$ cat config.mk
export PLATFORM = sky130hd
export DESIGN_NAME = counter_button_sequencer
export DESIGN_NICKNAME = d
export VERILOG_FILES = /design/src/rtl/counter_button_sequencer.sv
export SDC_FILE = /design/constraint.sdc
export NUM_CORES = 1
export LEC_CHECK = 0
export CORE_MARGIN = 3
export CORE_UTILIZATION = 30
export CTS_CLUSTER_SIZE = 20
export DETAILED_ROUTE_END_ITERATION = 7
export GPL_TIMING_DRIVEN = 0
export PLACE_DENSITY = 0.53
export SYNTH_ARGS = -nofsm -noshare
export SYNTH_HDL_FRONTEND = slang
export SYNTH_SLANG_ARGS = --single-unit
$ cat constraint.sdc
create_clock -name clk -period 2 [get_ports clk]
set_input_delay 0.5 -clock clk [delete_from_list [all_inputs] [get_ports clk]]
set_output_delay 0.5 -clock clk [all_outputs]
set_load 0.01 [all_outputs]
$ cat src/rtl/counter_button_sequencer.sv
// Front-panel button sequencer: synchronizes and debounces buttons, then
// issues one-hot strobes (with auto-repeat on inc) to the counter group.
module counter_button_sequencer #(
  parameter int DEBOUNCE_CYCLES = 1000,
  parameter int PULSE_CYCLES    = 4,
  parameter int GAP_CYCLES      = 4,
  parameter int HOLD_CYCLES     = 500000,
  parameter int REPEAT_CYCLES   = 50000
) (
  input  logic       clk,
  input  logic       reset_n,
  input  logic       btn_sel,
  input  logic       btn_inc,
  input  logic       btn_clr,
  input  logic       sw_rev,
  output logic       selector,
  output logic       incrementor,
  output logic       clr,
  output logic       reverse,
  output logic       busy,
  output logic [7:0] event_cnt
);

  localparam logic [15:0] DB_M1  = 16'(DEBOUNCE_CYCLES - 1);
  localparam logic [7:0]  PLS_M1 = 8'(PULSE_CYCLES - 1);
  localparam logic [7:0]  GAP_M1 = 8'(GAP_CYCLES - 1);
  localparam logic [23:0] HLD_M1 = 24'(HOLD_CYCLES - 1);
  localparam logic [23:0] REP_M1 = 24'(REPEAT_CYCLES - 1);

  typedef enum logic [2:0] {
    IDLE,
    SETUP,
    PULSE,
    GAP,
    RELEASE
  } state_t;

  // bit order everywhere: 0 sel, 1 inc, 2 clr, 3 rev
  logic [3:0]       raw;
  logic [3:0]       sync1_q, sync1_d;
  logic [3:0]       sync2_q, sync2_d;
  logic [3:0]       deb_q, deb_d;
  logic [2:0]       prev_q, prev_d;
  logic [3:0][15:0] cnt_q, cnt_d;
  logic [2:0]       press;
  logic             src_lvl;

  state_t      state_q;
  logic [2:0]  src_q;
  logic [2:0]  strobe_q;
  logic        rev_q;
  logic        busy_q;
  logic        first_q;
  logic [7:0]  evt_q;
  logic [7:0]  pcnt_q;
  logic [23:0] timer_q;

  assign raw = {sw_rev, btn_clr, btn_inc, btn_sel};

  always_comb begin
    sync1_d = raw;
    sync2_d = sync1_q;
    deb_d   = deb_q;
    prev_d  = deb_q[2:0];
    cnt_d   = '0;
    for (int i = 0; i < 4; i++) begin
      if (sync2_q[i] != deb_q[i]) begin
        if (cnt_q[i] == DB_M1) begin
          deb_d[i] = sync2_q[i];
        end else begin
          cnt_d[i] = cnt_q[i] + 16'd1;
        end
      end
    end
  end

  always_ff @(posedge clk or negedge reset_n) begin
    if (!reset_n) begin
      sync1_q <= '0;
      sync2_q <= '0;
      deb_q   <= '0;
      prev_q  <= '0;
      cnt_q   <= '0;
    end else begin
      sync1_q <= sync1_d;
      sync2_q <= sync2_d;
      deb_q   <= deb_d;
      prev_q  <= prev_d;
      cnt_q   <= cnt_d;
    end
  end

  // edge-based, so a level still high on return to IDLE never re-fires
  assign press   = deb_q[2:0] & ~prev_q;
  assign src_lvl = |(src_q & deb_q[2:0]);

  always_ff @(posedge clk or negedge reset_n) begin
    if (!reset_n) begin
      state_q  <= IDLE;
      src_q    <= '0;
      strobe_q <= '0;
      rev_q    <= 1'b0;
      busy_q   <= 1'b0;
      first_q  <= 1'b1;
      evt_q    <= '0;
      pcnt_q   <= '0;
      timer_q  <= '0;
    end else begin
      unique case (state_q)
        IDLE: begin
          if (|press) begin
            state_q <= SETUP;
            busy_q  <= 1'b1;
            rev_q   <= deb_q[3];
            if (press[2])      src_q <= 3'b100;
            else if (press[0]) src_q <= 3'b001;
            else               src_q <= 3'b010;
          end
        end
        SETUP: begin
          state_q  <= PULSE;
          strobe_q <= src_q;
          pcnt_q   <= '0;
          evt_q    <= evt_q + 8'd1;
        end
        PULSE: begin
          if (pcnt_q == PLS_M1) begin
            state_q  <= GAP;
            strobe_q <= '0;
            pcnt_q   <= '0;
          end else begin
            pcnt_q <= pcnt_q + 8'd1;
          end
        end
        GAP: begin
          if (pcnt_q == GAP_M1) begin
            state_q <= RELEASE;
            timer_q <= '0;
          end else begin
            pcnt_q <= pcnt_q + 8'd1;
          end
        end
        RELEASE: begin
          if (!src_lvl) begin
            state_q <= IDLE;
            busy_q  <= 1'b0;
            first_q <= 1'b1;
          end else if (src_q[1]) begin
            if (timer_q == (first_q ? HLD_M1 : REP_M1)) begin
              state_q <= SETUP;
              rev_q   <= deb_q[3];
              first_q <= 1'b0;
            end else begin
              timer_q <= timer_q + 24'd1;
            end
          end
        end
        default: begin
          state_q  <= IDLE;
          strobe_q <= '0;
          busy_q   <= 1'b0;
        end
      endcase
    end
  end

  assign selector    = strobe_q[0];
  assign incrementor = strobe_q[1];
  assign clr         = strobe_q[2];
  assign reverse     = rev_q;
  assign busy        = busy_q;
  assign event_cnt   = evt_q;

endmodule

==> impl_metrics.ini, run 1 <==
[run_status]
status = finished with violations
violations = setup timing

[sta]
finClkSkew_ns = 0.00615
tns_ns = -0.0431
fin_ws_ns = -0.0214
setup_viol = 3
drv_slew = 0
finalCritPeriodShare = 1.01
worstMarginPinSlew_ns = 0.544
slew_headroom = 0.635
fin_crit_ns = 2.02
rsz0062_at_grt = true
max_clock_freq_mhz = 495
hold_viol = 0

[cells_and_area]
finalNetCount = 716
layout-drive-gt1-share = 0.191
n_fill_cell = 1967
areaGrowthSynthToFinish_pct = 26.1
stdcell_area_um2 = 8110
antenna_cells = 0

[yosys]
synth_area_leaders = dfrtp_1 (51%), xnor2_1 (6.0%), nor2_1 (5.6%)
synth-main-ff-cell = dfrtp_1
ys_ff_latch = 131
async_reset_ff_frac = 1.00
netlist_area_um2 = 6430
avgSynthCellArea_um2 = 10.1
synth_cell_types = 69
synth_top_area_share = 0.506
post-synth-top-area-cell = dfrtp_1
synth_cells = 635
synth_seq_area_share = 0.510
yosys_warnings = 0
syn-num-nets = 648
synth_edf_count = 0

[placed_design]
hpwl_um = 9300
postPlaceCellArea_um2 = 6980
portBuffers = 18
gp_congestion = 0.860
place_ws_ns = -0.269

[die]
die_w_um = 152
initial_core_util = 0.312
die_h_um = 152
row_count = 52
boundaryPins = 19
die-area_um2 = 23200
fp.coreArea_um2 = 20600

[grt]
grt_first_pass_wirelength_um = 24800
track_usage = 0.126
grt_max_degree = 100
grt_pass1_vias = 5033
grt-ovfl-total = 0
antenna_found_initial = 0

[pwr]
leakagePower_nw = 3.48
power_density_nw_per_um2 = 753
peakVddDrop_v = 0.000463

[clocking]
clockBufferDepth = 2
insertion_delay_ns = 0.41
cts_tree = built
cts_buffers = 17
cts_sinks = 131
ctsRootBufferMaster = clkbuf_16
path_clk_slew_ns = 0.06
htreeDepth = 4

[worst_setup_path]
setup.worst_path.class = reg -> reg
worstPathArrival_ns = 2.31
cp_max_fo = 8
worstPathRequired_ns = 2.29
crit_path_end_kind = register
crit_path_start_kind = register

[worst_hold_path]
hold_class = reg -> reg

[drt]
totalWireLength_um = 14100
firstDrtPassIters = 5
drt_iter0_drc = 419
routedWlPerCell_um = 14.3
ant_nets = 0
post_drt_via_cell_ratio = 5.02
route.detailed.drc = 0
vias = 4947

[job]
maxCapViolations = 0
-- kinds of logic (layout without fill, tap and decap cells) --
group	after synthesis	after routing	synth area share
AOI/OAI and AO/OA	77	77	0.0895
xor gates and xnor gates	73	73	0.0994
adders and majority gates	7	7	0.0136
buffers and inverters	32	113	0.0247
DFF	131	131	0.510
muxes	8	8	0.0138
and+or+nand+nor	307	307	0.249
-- power by group --
part | internal, mW | switching [mW] | total, mW
clock | 2.05 | 1.22 | 3.27
combinational | 0.0408 | 0.0904 | 0.131
sequential | 2.68 | 0.0262 | 2.70
-- through the flow --
stage / total power [mW] / util / cells / hold slack (ns)
finish: 6.11 / 0.393 / 986 / 0.347
detailed placement: 2.89 / 0.338 / 924 / 0.335
global route: 6.34 / 0.393 / 986 / 0.360
global placement: 2.88 / 0.337 / 923 / 0.338
CTS: 6.20 / 0.380 / 970 / 0.349
floorplan: 2.80 / - / 635 / 0.204
-- final cells by class --
type                    instances  area (µm²)  area share
plain buffers                  16         120      0.0148
clock buffers                  19         453      0.0559
clock inverters                13         174      0.0214
inverters                      14        52.6     0.00648
multi-input cells             472        3200       0.395
flip-flops and latches        131        3290       0.406
well taps                     270         338      0.0417
repair buffers                 51         475      0.0586
-- cells in the mapped netlist (5+ instances only) --
master,n
o21ai_0,9
xnor2_1,44
and3_1,21
nand2_1,48
nor2b_1,7
nand4_1,22
nand3_1,35
nor3_1,22
inv_1,14
a21oi_1,9
dfrtp_1,130
xor2_1,29
a31oi_1,14
ha_1,7
and2_1,5
buf_2,10
mux2_2,6
o21ai_1,6
and4_1,9
nor2_1,96
nor4_1,12
-- timing repair --
item                                    CTS  global route
endpoints found under the setup margin   29            58
buffers inserted                         13            17
pin swaps                                 8            19
hold buffers                              1             0
hold endpoints to repair                 32             0
cloned                                    1             0
gates resized for setup                  21            40
-- worst max-delay path: stages (launching register included) --
cell and delay, ns:
dfrtp_1 0.43, nor4b_2 0.31, nand4b_1 0.15, buf_6 0.16
nor3_4 0.46, nor3_2 0.10, a221o_1 0.30
-- layer usage --
metal,track usage,vias up,wire [µm]
li1,-,2411,-
met1,0.170,2420,6670
met2,0.197,91,6740
met3,0.0338,25,469
met4,0.0441,0,257
met5,0,-,0
-- layout by cell type (no fill, tap or decap), types with 3 or more instances in the layout --
cell	instances
a21o_1	3
a21oi_1	9
a22o_1	4
a31oi_1	13
a32oi_1	3
and2_1	5
and3_1	21
and4_1	9
buf_2	7
buf_4	30
buf_6	4
bufinv_16	3
clkbuf_16	17
clkdlybuf4s50_1	17
clkinv_4	4
clkinvlp_4	3
dfrtp_1	119
dfrtp_2	11
ha_1	4
inv_1	14
inv_6	3
mux2_2	6
nand2_1	47
nand2b_1	4
nand3_1	34
nand4_1	22
nor2_1	95
nor2b_1	7
nor3_1	19
nor3_2	4
nor4_1	7
nor4_2	3
nor4_4	4
o21ai_0	9
o21ai_1	5
xnor2_1	44
xor2_1	29
-- final timing paths --
path                                         startpoint                       to  slack (ns)  cells after the start
worst max-delay path            timer_q[10]$_DFFE_PN0P_  timer_q[21]$_DFFE_PN0P_       -0.02                      6
worst min register to register     sync1_q[1]$_DFF_PN0_     sync2_q[1]$_DFF_PN0_        0.35                      0
min in group asynchronous                       reset_n   timer_q[1]$_DFFE_PN0P_        0.55                      2
worst max register to register  timer_q[10]$_DFFE_PN0P_  timer_q[21]$_DFFE_PN0P_       -0.02                      6
max in group asynchronous                       reset_n     src_q[1]$_DFFE_PN0P_        0.66                      3
worst min-delay path               sync1_q[1]$_DFF_PN0_     sync2_q[1]$_DFF_PN0_        0.35                      0
-- registers in the layout, indices dropped and copies added, names as in the netlist --
name	cells
timer_q	24
reverse	1
deb_q	4
sync1_q	4
sync2_q	4
cnt_q	64
first_q	1
busy	1
src_q	3
event_cnt	8
prev_q	3
pcnt_q	8
strobe_q	3
state_q	3
Note: power is estimated with default switching activity, not from simulation.
==> inputs of run 2 (changes only) <==
CAP_MARGIN = 20   (was unset)
MAX_ROUTING_LAYER = met4   (was unset)
==> impl_metrics.ini, run 2 (same netlist as run 1, synthesis figures left out) <==
[cells_and_area]
multi_input_area_um2 = 3200
final_cell_mix = dfrtp_1 (119), nor2_1 (95), nand2_1 (46)
max_flop_register = cnt_q
biggestRegsByFlops = cnt_q x64, timer_q x24
largest_register_ffs = 64
n_fill_cell = 1970
seqCellArea_um2 = 3290
areaGrowthSynthToFinish_pct = 26.1
fin_cells = 986
final_common_cell = dfrtp_1
layout-drive-gt1-share = 0.191
post-route-util = 0.393
antenna_cells = 0
finalNetCount = 716

[clocking]
clockBufferDepth = 2
cts_buffers = 17
cts_sinks = 131
insertion_delay_ns = 0.41
path_clk_slew_ns = 0.06
cts_tree = built
htreeDepth = 4
ctsRootBufferMaster = clkbuf_16

[worst_setup_path]
worstPathArrival_ns = 2.29
critical_path.top_delay_family = simple AND/OR/NAND/NOR gates
crit_end = timer_q[21]$_DFFE_PN0P_
crit_path_start_kind = register
cp-startpoint = timer_q[10]$_DFFE_PN0P_
setup.worst_path.class = reg -> reg
cp_max_fo = 8
r2r_slack_ns = 0.006
critical-path-slowest-cell = nor3_4
crit_path_end_kind = register
cp.depth = 6
reg2reg_from = timer_q[10]$_DFFE_PN0P_
crit_buf_inv = 1
worstPathCellList = nor4b_2 > nand4b_1 > buf_6 > nor3_4 > nor3_2 > a221o_1
timing.rr.end = timer_q[21]$_DFFE_PN0P_
worstPathRequired_ns = 2.29
slowest_delay_ns = 0.45
r2r_cells = 6

[die]
die_w_um = 152
die-area_um2 = 23200
boundaryPins = 19
initial_core_util = 0.312
die_h_um = 152
row_count = 52
fp.coreArea_um2 = 20600

[sta]
fin_crit_ns = 1.99
worstMarginPinSlew_ns = 0.543
tns_ns = 0
rsz0062_at_grt = true
slew_headroom = 0.635
setup_viol = 0
drv_slew = 0
hold_viol = 0
finClkSkew_ns = 0.00720
finalCritPeriodShare = 0.997
max_clock_freq_mhz = 501

[grt]
grt-ovfl-total = 0
top_usage_layer = met2
antenna_found_initial = 0
grt_first_pass_wirelength_um = 24800
track_usage = 0.130
gr-usage-met2 = 0.197
grt_max_degree = 100
met1_usage = 0.170
grt_pass1_vias = 5029
met3_usage = 0.0304

[placed_design]
gp_congestion = 0.874
placed_cells = 924
hpwl_um = 9300
portBuffers = 18

[pwr]
leakagePower_nw = 3.49
peakVddDrop_v = 0.000468
power_density_nw_per_um2 = 753

[drt]
routedWlPerCell_um = 14.3
vias = 4952
firstDrtPassIters = 5
totalWireLength_um = 14100
ant_nets = 0
route.detailed.drc = 0
drt_iter0_drc = 404
post_drt_via_cell_ratio = 5.02

[run_status]
status = finished clean

[job]
maxCapViolations = 0

[worst_hold_path]
hold_class = reg -> reg
-- run 2: worst min-delay path by stage --
stage	start	to	slack (ns)	cells past startpoint
5_1_grt	sync1_q[1]$_DFF_PN0_	sync2_q[1]$_DFF_PN0_	0.36	0
4_1_cts	sync1_q[1]$_DFF_PN0_	sync2_q[1]$_DFF_PN0_	0.35	0
3_3_place_gp	sync1_q[2]$_DFF_PN0_	sync2_q[2]$_DFF_PN0_	0.34	0
3_5_place_dp	sync1_q[1]$_DFF_PN0_	sync2_q[1]$_DFF_PN0_	0.33	0
6_report	sync1_q[1]$_DFF_PN0_	sync2_q[1]$_DFF_PN0_	0.35	0
2_1_floorplan	reset_n	busy$_DFFE_PN0P_	0.20	0
-- run 2: where the power goes --
part           total [mW]  internal, mW  switching [mW]
clock                3.27          2.05            1.22
combinational       0.131        0.0405          0.0908
sequential           2.70          2.68          0.0261
-- run 2: worst register-to-register path: stages, from the launching register on --
cell	delay (ns)
dfrtp_1	0.42
nor4b_2	0.30
nand4b_1	0.15
buf_6	0.16
nor3_4	0.45
nor3_2	0.10
a221o_1	0.30
-- run 2: stage by stage --
stage          power (mW)  setup WS [ns]  instance area (µm²)  hold slack [ns]
2_1_floorplan        2.80          0.133                 6430            0.204
3_3_place_gp         2.88          -4.75                 6950            0.338
3_5_place_dp         2.89         -0.269                 6980            0.335
4_1_cts              6.20       -0.00417                 7830            0.349
5_1_grt              6.34        -0.0646                 8110            0.360
6_report             6.10        0.00562                 8110            0.347
-- run 2: final cells by class --
class	instances	area share
plain buffers	16	0.0148
clock buffers	19	0.0559
clock inverters	13	0.0214
inverters	14	0.00648
multi-input cells	472	0.395
flip-flops and latches	131	0.406
well taps	270	0.0417
repair buffers	51	0.0586
-- run 2: layer usage --
layer,vias up,part of all wire
met5,-,0
met3,24,0.033
li1,2407,-
met2,102,0.48
met4,0,0.016
met1,2419,0.47
-- run 2: timing repair --
action,CTS,global route
resized for setup,21,40
pin swaps,8,19
endpoints found under the setup margin,29,58
cloned,1,0
hold buffers,1,0
hold endpoints to repair,32,0
setup buffers,13,17
==> inputs of run 3 (changes only) <==
CORE_ASPECT_RATIO = 1.75   (was unset)
HOLD_SLACK_MARGIN = 0.05   (was unset)
==> impl_metrics.ini, run 3 (same netlist as run 1, synthesis figures left out) <==
[pwr]
peakVddDrop_v = 0.000347
total_power_mw = 5.98
intPower_mw = 4.68
combinationalPowerShare = 0.021
leakagePower_nw = 3.47
power_frac_seq = 0.452
swShare = 0.218
power_density_nw_per_um2 = 748
p_switching_mw = 1.31
clockPowerShare = 0.527

[run_status]
violations = setup timing
status = finished with violations

[clocking]
ctsRootBufferMaster = clkbuf_16
insertion_delay_ns = 0.42
clockBufferDepth = 2
path_clk_slew_ns = 0.06
cts_tree = built
cts_sinks = 131
htreeDepth = 4
cts_buffers = 17

[worst_setup_path]
timing.rr.end = timer_q[19]$_DFFE_PN0P_
worstPathRequired_ns = 2.30
crit_path_start_kind = register
crit_path_end_kind = register
critical-path-slowest-cell = dfrtp_1
slowest_delay_ns = 0.36
reg2reg_from = pcnt_q[1]$_DFFE_PN0P_
setup.worst_path.class = reg -> reg
r2r_slack_ns = -0.008
worstPathCellList = ha_2 > nor3b_4 > and4_4 > o21ai_4 > or2_4 > buf_8 > a211o_1
crit_end = timer_q[19]$_DFFE_PN0P_
cp-startpoint = pcnt_q[1]$_DFFE_PN0P_
worstPathArrival_ns = 2.31
r2r_cells = 7
cp_max_fo = 5

[worst_hold_path]
hold_class = in -> async

[cells_and_area]
n_fill_cell = 2106
final_common_cell = dfrtp_1
biggestRegsByFlops = cnt_q x64, timer_q x24
layout-drive-gt1-share = 0.181
largest_register_ffs = 64
areaGrowthSynthToFinish_pct = 24.3
antenna_cells = 0
final_cell_mix = dfrtp_1 (121), nor2_1 (96), nand2_1 (46)
finalNetCount = 712
stdcell_area_um2 = 8000
post-route-util = 0.380
max_flop_register = cnt_q

[sta]
worstMarginPinSlew_ns = 0.641
finalCritPeriodShare = 1.00
setup_viol = 1
hold_viol = 0
fin_ws_ns = -0.00848
drv_slew = 0
rsz0062_at_grt = true
finClkSkew_ns = 0.0112
max_clock_freq_mhz = 498
slew_headroom = 0.573
fin_crit_ns = 2.01

[grt]
grt_pass1_vias = 5047
antenna_found_initial = 0
track_usage = 0.136
grt-ovfl-total = 0
grt_max_degree = 68
grt_first_pass_wirelength_um = 24400

[placed_design]
gp_congestion = 0.825
place_ws_ns = -0.332
portBuffers = 18
hpwl_um = 9890
postPlaceCellArea_um2 = 6960

[die]
die-area_um2 = 23300
row_count = 70
boundaryPins = 19
die_h_um = 200
fp.coreArea_um2 = 21000
initial_core_util = 0.306
die_w_um = 117

[drt]
vias = 4896
routedWlPerCell_um = 15.0
route.detailed.drc = 0
ant_nets = 0
post_drt_via_cell_ratio = 5.08
totalWireLength_um = 14400
drt_iter0_drc = 147
firstDrtPassIters = 4

[job]
maxCapViolations = 0
-- run 3: cell count changes in the layout (fill, tap and decap cells not counted), moves of 2 or more --
cell / change
buf_2: -5
buf_4: +2
clkbuf_1: +2
clkbuf_4: +2
clkbuf_8: -2
clkinv_2: +4
clkinvlp_4: -2
dfrtp_1: +2
dfrtp_2: -2
inv_6: -3
-- run 3: routing by layer --
metal | up-vias | routed length (µm) | track usage
met3 | 38 | 271 | 0.0239
met2 | 59 | 7840 | 0.243
met4 | 0 | 551 | 0.0668
met1 | 2402 | 5770 | 0.142
li1 | 2397 | - | -
met5 | - | 0 | -
-- run 3: worst min-delay path by stage --
stage / endpoint / cells past startpoint
2_1_floorplan: busy$_DFFE_PN0P_ / 0
3_3_place_gp: sync2_q[1]$_DFF_PN0_ / 0
3_5_place_dp: sync2_q[0]$_DFF_PN0_ / 0
4_1_cts: cnt_q[57]$_DFF_PN0_ / 1
5_1_grt: cnt_q[28]$_DFF_PN0_ / 1
6_report: cnt_q[29]$_DFF_PN0_ / 1
-- run 3: critical path, delay by kind of cell (launching register included) --
family	cells	cell delay (ns)
simple gates	3	0.81
compound gates	2	0.37
flops	1	0.36
fa+ha+maj	1	0.19
buf+inv	1	0.15
-- run 3: through the flow --
stage          hold WS (ns)  cells   TNS, ns
2_1_floorplan         0.204    635         0
3_3_place_gp          0.333    905   -663.73
3_5_place_dp          0.335    906     -8.05
4_1_cts              0.0917    953         0
5_1_grt               0.114    964    -0.204
6_report             0.0688    964  -0.00848
-- run 3: timing repair --
action	CTS	global route
gates resized for setup	30	24
hold buffers	0	0
buffers inserted	19	10
pin swaps	12	8
hold endpoints to repair	0	0
endpoints found under the setup margin	54	69
cloned	0	1
-- run 3: power groups by stage --
stage | logic [mW] | registers (mW) | clock network (mW)
after floorplan | 0.0504 | 2.75 | 0
after global placement | 0.129 | 2.75 | 0
after detailed placement | 0.137 | 2.75 | 0
after CTS | 0.135 | 2.70 | 3.24
after global routing | 0.152 | 2.71 | 3.35
final | 0.128 | 2.71 | 3.15
-- run 3: layout make-up --
class | instances | area, µm² | share of cell area
plain buffers | 14 | 116 | 0.0146
clock buffers | 19 | 433 | 0.0541
clock inverters | 13 | 161 | 0.0202
inverters | 14 | 52.6 | 0.00657
multi-input cells | 472 | 3180 | 0.397
flip-flops and latches | 131 | 3290 | 0.412
well taps | 252 | 315 | 0.0394
repair buffers | 49 | 452 | 0.0565
